===== src/rtl/mcore_pkg.sv =====
// Shared definitions for the nonce-sweep mining core.
// Latency: n/a (types, constants and a pure helper function only).
// Backpressure: n/a.
//
// Contents: sweep FSM state enum, hash width, default nonce width, and
// lane_lo() which gives the low bit index of lane k inside a packed
// multi-lane bus.
package mcore_pkg;

    localparam int HASH_W          = 256;
    localparam int NONCE_W_DEFAULT = 64;

    typedef enum logic [1:0] {
        ST_IDLE  = 2'd0,
        ST_ISSUE = 2'd1,
        ST_WAIT  = 2'd2,
        ST_EVAL  = 2'd3
    } state_t;

    // Low bit position of slice 'lane' in a bus of 'width'-bit slices.
    function automatic int lane_lo(input int lane, input int width);
        return lane * width;
    endfunction

endpackage


===== src/rtl/hash_lt_cmp.sv =====
// 256-bit unsigned hash < target comparator for one hash lane.
// Latency: combinational, 0 cycles.
// Backpressure: none; the result is qualified by the caller's lane ready.
//
// Ports:
//   i_hash   - lane hash result
//   i_target - difficulty threshold (MSB byte is [255:248])
//   o_lt     - 1 when i_hash is strictly below i_target
module hash_lt_cmp
    import mcore_pkg::*;
(
    input  logic [HASH_W-1:0] i_hash,
    input  logic [HASH_W-1:0] i_target,
    output logic              o_lt
);

    assign o_lt = (i_hash < i_target);

endmodule


===== src/rtl/mcore_sweep.sv =====
// Nonce sweep controller: issues LANES consecutive nonces per batch, collects lane hashes, stops on hit/limit/abort.
// Latency: start -> o_h_start 1 cycle; last lane ready -> next o_h_start or o_done 2 cycles; abort -> o_done 1 cycle.
// Backpressure: none; lanes are fire-and-forget, starts while busy and ready pulses outside WAIT are dropped.
//
// Ports:
//   i_clk, i_reset                  - clock, synchronous active-high reset
//   i_start, i_abort                - sweep control pulses
//   i_nonce_base, i_iter_max        - sweep setup, sampled on an accepted start (iter_max 0 = unlimited)
//   i_target                        - hit threshold
//   o_h_start, o_h_nonce            - batch launch to the lanes, slice k = cur + k
//   i_h_ready, i_h_hash             - per-lane completion pulse and hash
//   o_busy, o_done                  - status and one-cycle completion pulse
//   o_found, o_found_nonce,
//   o_found_hash, o_batches         - sweep result, held until the next accepted start
module mcore_sweep
    import mcore_pkg::*;
#(
    parameter int LANES   = 2,
    parameter int NONCE_W = NONCE_W_DEFAULT
) (
    input  logic                      i_clk,
    input  logic                      i_reset,
    input  logic                      i_start,
    input  logic                      i_abort,
    input  logic [NONCE_W-1:0]        i_nonce_base,
    input  logic [31:0]               i_iter_max,
    input  logic [HASH_W-1:0]         i_target,
    output logic                      o_h_start,
    output logic [LANES*NONCE_W-1:0]  o_h_nonce,
    input  logic [LANES-1:0]          i_h_ready,
    input  logic [LANES*HASH_W-1:0]   i_h_hash,
    output logic                      o_busy,
    output logic                      o_done,
    output logic                      o_found,
    output logic [NONCE_W-1:0]        o_found_nonce,
    output logic [HASH_W-1:0]         o_found_hash,
    output logic [31:0]               o_batches
);

    localparam int IDX_W = (LANES > 1) ? $clog2(LANES) : 1;

    state_t                     state_q;
    logic [NONCE_W-1:0]         cur_q;
    logic [31:0]                iter_max_q;
    logic [31:0]                batches_q;
    logic [LANES-1:0]           mask_q;
    logic [LANES*NONCE_W-1:0]   nonce_q;
    logic                       h_start_q;
    logic                       done_q;
    logic                       found_q;
    logic [NONCE_W-1:0]         found_nonce_q;
    logic [HASH_W-1:0]          found_hash_q;

    // Batch hit record: lowest-indexed hitting lane seen so far.
    logic                       hit_q,       hit_d;
    logic [IDX_W-1:0]           hit_idx_q,   hit_idx_d;
    logic [NONCE_W-1:0]         hit_nonce_q, hit_nonce_d;
    logic [HASH_W-1:0]          hit_hash_q,  hit_hash_d;

    logic [LANES-1:0]           lane_lt;
    logic [LANES-1:0]           new_rdy;
    logic [LANES-1:0]           mask_d;
    logic [NONCE_W-1:0]         issue_cur;
    logic [LANES*NONCE_W-1:0]   issue_nonces;
    logic [31:0]                batches_inc;

    for (genvar g = 0; g < LANES; g++) begin : g_cmp
        hash_lt_cmp u_cmp (
            .i_hash   (i_h_hash[lane_lo(g, HASH_W) +: HASH_W]),
            .i_target (i_target),
            .o_lt     (lane_lt[g])
        );
    end

    // A lane already in the mask has reported for this batch; repeats are dropped.
    assign new_rdy     = i_h_ready & ~mask_q;
    assign mask_d      = mask_q | i_h_ready;
    assign batches_inc = batches_q + 32'd1;

    // Walk lanes high to low so the lowest hitting index of this cycle wins;
    // it only displaces an existing record if it has a lower index.
    always_comb begin
        hit_d       = hit_q;
        hit_idx_d   = hit_idx_q;
        hit_nonce_d = hit_nonce_q;
        hit_hash_d  = hit_hash_q;
        for (int k = LANES - 1; k >= 0; k--) begin
            if (new_rdy[k] && lane_lt[k] && (!hit_q || (IDX_W'(k) < hit_idx_q))) begin
                hit_d       = 1'b1;
                hit_idx_d   = IDX_W'(k);
                hit_nonce_d = nonce_q[lane_lo(k, NONCE_W) +: NONCE_W];
                hit_hash_d  = i_h_hash[lane_lo(k, HASH_W) +: HASH_W];
            end
        end
    end

    // Nonce base of the next batch: the start value from IDLE, else advance by one batch.
    always_comb begin
        issue_cur    = (state_q == ST_IDLE) ? i_nonce_base : (cur_q + NONCE_W'(LANES));
        issue_nonces = '0;
        for (int k = 0; k < LANES; k++) begin
            issue_nonces[lane_lo(k, NONCE_W) +: NONCE_W] = issue_cur + NONCE_W'(k);
        end
    end

    always_ff @(posedge i_clk) begin
        if (i_reset) begin
            state_q       <= ST_IDLE;
            cur_q         <= '0;
            iter_max_q    <= '0;
            batches_q     <= '0;
            mask_q        <= '0;
            nonce_q       <= '0;
            h_start_q     <= 1'b0;
            done_q        <= 1'b0;
            found_q       <= 1'b0;
            found_nonce_q <= '0;
            found_hash_q  <= '0;
            hit_q         <= 1'b0;
            hit_idx_q     <= '0;
            hit_nonce_q   <= '0;
            hit_hash_q    <= '0;
        end else begin
            h_start_q <= 1'b0;
            done_q    <= 1'b0;
            if ((state_q != ST_IDLE) && i_abort) begin
                // Abort drops any in-flight batch result.
                state_q <= ST_IDLE;
                done_q  <= 1'b1;
                found_q <= 1'b0;
            end else begin
                case (state_q)
                    ST_IDLE: begin
                        if (i_start && !i_abort) begin
                            cur_q         <= i_nonce_base;
                            nonce_q       <= issue_nonces;
                            iter_max_q    <= i_iter_max;
                            batches_q     <= '0;
                            found_q       <= 1'b0;
                            found_nonce_q <= '0;
                            found_hash_q  <= '0;
                            h_start_q     <= 1'b1;
                            state_q       <= ST_ISSUE;
                        end
                    end
                    ST_ISSUE: begin
                        mask_q      <= '0;
                        hit_q       <= 1'b0;
                        hit_idx_q   <= '0;
                        hit_nonce_q <= '0;
                        hit_hash_q  <= '0;
                        state_q     <= ST_WAIT;
                    end
                    ST_WAIT: begin
                        mask_q      <= mask_d;
                        hit_q       <= hit_d;
                        hit_idx_q   <= hit_idx_d;
                        hit_nonce_q <= hit_nonce_d;
                        hit_hash_q  <= hit_hash_d;
                        if (&mask_d) begin
                            state_q <= ST_EVAL;
                        end
                    end
                    ST_EVAL: begin
                        batches_q <= batches_inc;
                        if (hit_q) begin
                            found_q       <= 1'b1;
                            found_nonce_q <= hit_nonce_q;
                            found_hash_q  <= hit_hash_q;
                            done_q        <= 1'b1;
                            state_q       <= ST_IDLE;
                        end else if ((iter_max_q != 32'd0) && (batches_inc == iter_max_q)) begin
                            found_q <= 1'b0;
                            done_q  <= 1'b1;
                            state_q <= ST_IDLE;
                        end else begin
                            cur_q     <= issue_cur;
                            nonce_q   <= issue_nonces;
                            h_start_q <= 1'b1;
                            state_q   <= ST_ISSUE;
                        end
                    end
                    default: state_q <= ST_IDLE;
                endcase
            end
        end
    end

    assign o_busy        = (state_q != ST_IDLE);
    assign o_h_start     = h_start_q;
    assign o_h_nonce     = nonce_q;
    assign o_done        = done_q;
    assign o_found       = found_q;
    assign o_found_nonce = found_nonce_q;
    assign o_found_hash  = found_hash_q;
    assign o_batches     = batches_q;

endmodule


===== config.mk =====
export PLATFORM = sky130hd
export DESIGN_NAME = mcore_sweep
export DESIGN_NICKNAME = d
export VERILOG_FILES = /design/src/rtl/mcore_pkg.sv /design/src/rtl/hash_lt_cmp.sv /design/src/rtl/mcore_sweep.sv
export SDC_FILE = /design/constraint.sdc
export NUM_CORES = 2
export LEC_CHECK = 0
export CORE_AREA = 2 2 523 525
export CTS_BUF_LIST = sky130_fd_sc_hd__clkbuf_8
export CTS_CLUSTER_SIZE = 40
export DETAILED_ROUTE_END_ITERATION = 10
export DIE_AREA = 0 0 525 527
export GPL_TIMING_DRIVEN = 0
export MAX_ROUTING_LAYER = met4
export PLACE_DENSITY = 0.5
export SETUP_SLACK_MARGIN = 0.3
export SYNTH_ARGS = -nofsm -noshare
export SYNTH_HDL_FRONTEND = slang
export SYNTH_SLANG_ARGS = --single-unit

===== constraint.sdc =====
create_clock -name i_clk -period 3.45 [get_ports i_clk]
set_input_delay 0.345 -clock i_clk [delete_from_list [all_inputs] [get_ports i_clk]]
set_output_delay 0.345 -clock i_clk [all_outputs]
set_load 0.03 [all_outputs]

Yosys cells after proc, flatten, opt, wreduce, memory -nomap -nowiden
Index checks and enable logic that the tools add are counted.

Output and inout bits: 484. Logic and storage cells: 109. Input bits: 870. Flip-flop bits (word level): 905.

Magnitude comparators: 4. Muxes and demuxes: 46. Add/subtract/negate cells: 3. Reductions and logical operators: 26. Equal/unequal tests: 11. Bitwise gates (word level): 4.

Operator list (count): $mux W256 (4); $pmux W256 S2 (2); $lt A256 B256 Y1 (2); $mux W64 (8); $mux W128 (3); $pmux W64 S2 (3); $pmux W128 S2 (1); $add A64 B1 Y64 const B (1); $add A64 B2 Y64 const B (1); $pmux W32 S2 (1); $add A32 B1 Y32 const B (1); $eq A32 B32 Y1 (1); $mux W32 (1); $reduce_bool A32 Y1 (1); $mux W1 (15); $reduce_and A3 Y1 (4); $ne A2 B2 Y1 const B (4); $pmux W1 S2 (4); $pmux W2 S4 (1); $logic_and A1 B1 Y1 (7); $ne A3 B3 Y1 const B (2); $reduce_and A2 Y1 (3); $reduce_bool A2 Y1 (3); $reduce_and A5 Y1 (1); 15 further kinds (20).

Longest topological paths before layout
Depth after elaboration: 7. Depth in mapped cells: 17. Mapped depth without buffers: 14.

Modules after synthesis
A second synthesis with hierarchy kept.

Cell total of the unflattened synthesis: 6943. Area total of the unflattened synthesis: 52537.9 um^2.

By module, submodules not included: mcore_sweep (cells an instance 5105, seq. area each 18117.4 um^2, area each 39655.5 um^2, instances 1); hash_lt_cmp (cells an instance 919, seq. area each 0.0 um^2, area each 6441.2 um^2, instances 2).

Least setup slack after synthesis
No wires, ideal clock.

Kind: reg2reg. From: register batches_q[0], in the netlist o_batches[0]. To: register nonce_q[9], in the netlist o_h_nonce[9]. Slack: -318 ps. Period minus slack after synthesis: 3768 ps. Arrival time: 3640 ps. Cell stages (with the launch flop): 13. Path through: dfxtp_1 ha_1 nand4_1 nor4_1 nand2_1 a311oi_1 nor3_1 o2111a_1 a31oi_1 clkbuf_1 buf_2 mux2i_1 nor2_1.

Word-level cells in the longest chain between the ends: 5.

Ends and longest elaborated chain: start: declaration (line mcore_sweep.sv:45) `logic [31:0] batches_q;`; start signal: assignment (line mcore_sweep.sv:165) `batches_q <= batches_inc;`; $add A32 B1 Y32 (line mcore_sweep.sv:78) `assign batches_inc = batches_q + 32'd1;`; $eq A32 B32 Y1 (line mcore_sweep.sv:172) `end else if ((iter_max_q != 32'd0) && (batches_inc == iter_max_q)) begin`; $logic_and A1 B1 Y1 (line mcore_sweep.sv:172); $ne A2 B2 Y1 (no line); $reduce_and A5 Y1 (no line); end signal: assignment (line mcore_sweep.sv:136) `nonce_q <= issue_nonces;`; end signal: assignment (line mcore_sweep.sv:178) `nonce_q <= issue_nonces;`; end: declaration (line mcore_sweep.sv:47) `logic [LANES*NONCE_W-1:0] nonce_q;`.

Every way passes these cells. A chain may end at the register's enable or synchronous reset.

Worst setup path after layout
From: input port i_target[142]. To: register hit_hash_q[73].

Word-level cells in the longest chain between the ends: 5. Elaborated cells on any way between the ends: 10. Classes of those cells: 2 x order compare; 1 x eq/ne; 2 x mux; 5 x reduce/logical.

Ends and longest elaborated chain: start: declaration (line mcore_sweep.sv:27) `input logic [HASH_W-1:0] i_target,`; $lt A256 B256 Y1 (line hash_lt_cmp.sv:17) `assign o_lt = (i_hash < i_target);`; $logic_and A1 B1 Y1 (2 in series) (line mcore_sweep.sv:88) `if (new_rdy[k] && lane_lt[k] && (!hit_q || (IDX_W'(k) < hit_idx_q))) begin`; $ne A3 B3 Y1 (no line) or $mux W256 (tied branches); $reduce_and A3 Y1 (no line) or $pmux W256 S2 (tied branches); end signal: assignment (line mcore_sweep.sv:159) `hit_hash_q <= hit_hash_d;`; end: declaration (line mcore_sweep.sv:58) `logic [HASH_W-1:0] hit_hash_q, hit_hash_d;`.

Parallel ways exist; a longest one is shown, timed or not.

==> impl_results.md <==
* Status: finished with violations
* Failing checks: max-capacitance violations, max-slew violations, negative setup slack
* Via-per-instance ratio at roughly 4.8
* Synthesized area per cell at 8.898 um2
* Routed WL per cell at 29.33 um
* Leak pwr at 30.80 nW
* Leading cell types in the layout, fill and taps excluded: clkdlybuf4s50_1 (1338), dfxtp_1 (879), nor2_1 (661), ha_1 (512), mux2i_1 (359)
* CP Max Fanout at 10
* Synthesized instance count at 5754
* Place WS at -4.441 ns
* Peak VDD IR at 0.0003423 V
* Final nets at 8837
* EDFF count, synth at 0
* TritonCTS clock tree: done
* Total track usage at 23.37%
* Max H-tree Level at 4
* Initial antenna violation count at 115
* First-pass GRT wire length at 443200 um
* PD cells at 532.0 nW/um2
* Root buf cell: clkbuf_8
* Period utilization at 115.2%
* Clock buffer depth at 4
* Fmax at 0.2515 GHz
* Metal3 WL at 22260 um
* Synth warn at 0
* CTS buffer count at between 150 and 200
* Count of state elements after synthesis at about 900
* IO Count at 1354
* Reg2Reg Setup Slack at -0.51 ns
* Overall power at 41.83 mW
* Core Util, Final at 28.94%
* Worst Tran Pin Value at approximately 1.6 ns
* Predominant post-synthesis flop cell: dfxtp_1
* Setup Crit Path Kind: input port to flip-flop
* Core Box Area at around 270000 um2
* DRC Markers at 0
* Met2 wire length at ~160000 um
* Final setup vio count at 840
* Grt total ovfl at 0
* Uppermost layer routed: met4
* Share of layout cells above drive strength 1 at between 10 and 15%
* Commonest non-fill, non-tap cell in the layout: clkdlybuf4s50_1
* Data arrival, critical path at 4.75 ns
* Largest net degree at the start of global routing at 16
* Worst reg2reg path depth at 11
* Final Skew at 0.1550 ns
* M1 WL at 129100 um
* Vias in the first global route at roughly 54000
* Die width at 525 um
* Number of distinct library cells after synthesis at 93
* Initial drt markers at 3704
* Reg2Reg Capture Point: o_h_nonce[123]$_SDFFE_PP0P_
* Final WS setup at -0.5257 ns
* Die height at 527 um
* RSZ-0062 raised after global routing: yes
* Ys async rst share at 0%
* Initial core utilization at about a fifth
* PortBufs at 1352
* Critical Path Source Type: input port
* Rows at 192
* Area growth, synth to finish at 53.56%
* GPL Wtd Cong at 0.9891
* CP startpoint: i_target[142]
* Drt first pass iters at 7
* Slew Limit Headroom at -4.775%
* Hold slack final at ~0.10 ns
* Synth Net Count at 7142
* HPWL Detailed at 274900 um
* Seq/Total Area, Yosys at 35.39%
* Hold Path Depth at 3
* Die area at around 280000 um2
* Detail Route Antenna Nets at 0
* Fin. max-slew vios at 11
* Max Cap Viol at 1
* FF-to-FF Start: cur_q[36]$_SDFFE_PP0P_
* Required time worst endpoint at 4.23 ns
* Vias at 54290
* Mapped Area at 51200 um2
* CTS clk-pin slew, worst paths at 0.06 ns
* Final Hold Fails at 0
* Worst-Skew Late Latency at ~0.95 ns
* CTS sink count at 905
* Total Wirelength at around 330000 um
* Worst setup path endpoint: hit_hash_q[73]$_SDFFE_PP0P_
* Worst Hold Class: input port to flip-flop
* Period minus WS final at 3.976 ns
* CP Capture Type: flip-flop
[sequential cells by signal, indices dropped and copies added (netlist names)]
signal / cells
hit_nonce_q: 64
hit_idx_q: 1
o_batches: 32
o_found_hash: 256
mask_q: 2
hit_hash_q: 256
o_found_nonce: 64
o_h_nonce: 128
iter_max_q: 32
o_done: 1
hit_q: 1
state_q: 2
cur_q: 64
o_h_start: 1
o_found: 1
[cell type report]
class,count,area [um2]
sequential,905,18160
tap,3589,4491
inverter,299,1140
clock inverter,77,568.0
timing repair buffer,1515,15230
fill,28690,193100
multi-input combinational,4180,32930
antenna,98,245.2
buffer,370,2922
clock buffer,213,2932
[how the worst min path moves through the flow]
stage	startpoint	slack [ns]	to
floorplan	hit_idx_q$_SDFFE_PP0P_	0.42	hit_idx_q$_SDFFE_PP0P_
global placement	hit_hash_q[105]$_SDFFE_PP0P_	0.44	hit_hash_q[105]$_SDFFE_PP0P_
detailed placement	hit_hash_q[6]$_SDFFE_PP0P_	0.45	hit_hash_q[6]$_SDFFE_PP0P_
CTS	i_h_hash[139]	0.0008	hit_hash_q[139]$_SDFFE_PP0P_
global route	i_h_hash[249]	-0.008	hit_hash_q[249]$_SDFFE_PP0P_
finish	i_h_hash[249]	0.1	hit_hash_q[249]$_SDFFE_PP0P_
[cells by family (layout without fill, tap and decap cells)]
group | after synthesis | after routing | share of synthesized area (%)
AOI/OAI and AO/OA | 1455 | 1455 | 20.58
other | 0 | 98 | 0
muxes | 465 | 465 | 9.108
DFF | 905 | 905 | 35.39
and+or+nand+nor | 1634 | 1634 | 15.42
xor gates and xnor gates | 108 | 108 | 1.848
buffers and inverters | 669 | 2474 | 5.002
adders and majority gates | 518 | 518 | 12.66
[synth_stat cells (all sizes together) (26+ instances only)]
master | number | area, um2
nand3 | 104 | 525.5
inv | 298 | 1119
nand2 | 338 | 1271
xnor2 | 65 | 569.3
nor2b | 40 | 250.2
nand4 | 158 | 1010
or4 | 32 | 255.2
nor3 | 85 | 440.4
mux2i | 458 | 4584
xor2 | 43 | 376.6
buf | 60 | 275.3
o2bb2ai | 320 | 2803
dfxtp | 905 | 18120
or3 | 29 | 186.4
a221oi | 28 | 245.2
a21oi | 272 | 1365
nor4 | 56 | 435.4
and3 | 26 | 162.7
a22oi | 327 | 2455
o21ai | 136 | 680.7
clkbuf | 310 | 1164
ha | 518 | 6481
a21o | 53 | 397.9
and4 | 34 | 297.8
nor2 | 666 | 2502
a211oi | 145 | 1109
[layer usage]
metal  vias up  track usage (%)
met5         -                -
met2      2277            40.02
li1      24890                -
met3       522            5.603
met4         0            10.61
met1     26600            25.56
[stage by stage]
| step | instance area [um2] | setup TNS (ns) | cells |
|---|---|---|---|
| 2_1_floorplan | 51740 | -0.05787 | 5754 |
| 3_3_place_gp | 69760 | -3322.77 | 10700 |
| 3_5_place_dp | 69860 | -2270.71 | 10700 |
| 4_1_cts | 77490 | -259.55 | 11130 |
| 5_1_grt | 78610 | -337.29 | 11240 |
| 6_report | 78620 | -251.92 | 11250 |
[worst max-delay path, stage by stage]
cell	delay, ns
clkdlybuf4s50_1	0.56
inv_1	0.12
ha_1	0.35
a21oi_1	0.19
nand2_1	0.10
a221oi_2	0.38
o211ai_1	0.23
o21ai_2	0.33
o311ai_2	0.22
a221oi_2	0.37
buf_4	0.24
nand3_1	0.11
a211o_1	0.35
clkbuf_16	0.24
clkbuf_16	0.24
clkbuf_16	0.19
o2bb2ai_1	0.13
[power by group]
group	leakage (nW)	switching, mW	total (mW)	internal [mW]
combinational	21.5	11.1	18.1	6.98
sequential	7.34	1.13	12.5	11.4
clock	1.97	5.10	11.2	6.14
total	30.8	17.4	41.8	24.5
[repair_timing]
action,4_1_cts,5_1_grt
endpoints found under the setup margin,874,872
hold endpoints to repair,39,0
buffers inserted,84,13
hold buffers,39,0
pin swaps,78,35
cloned,13,8
resized for setup,616,123
Power figures use the tool's default switching activity.
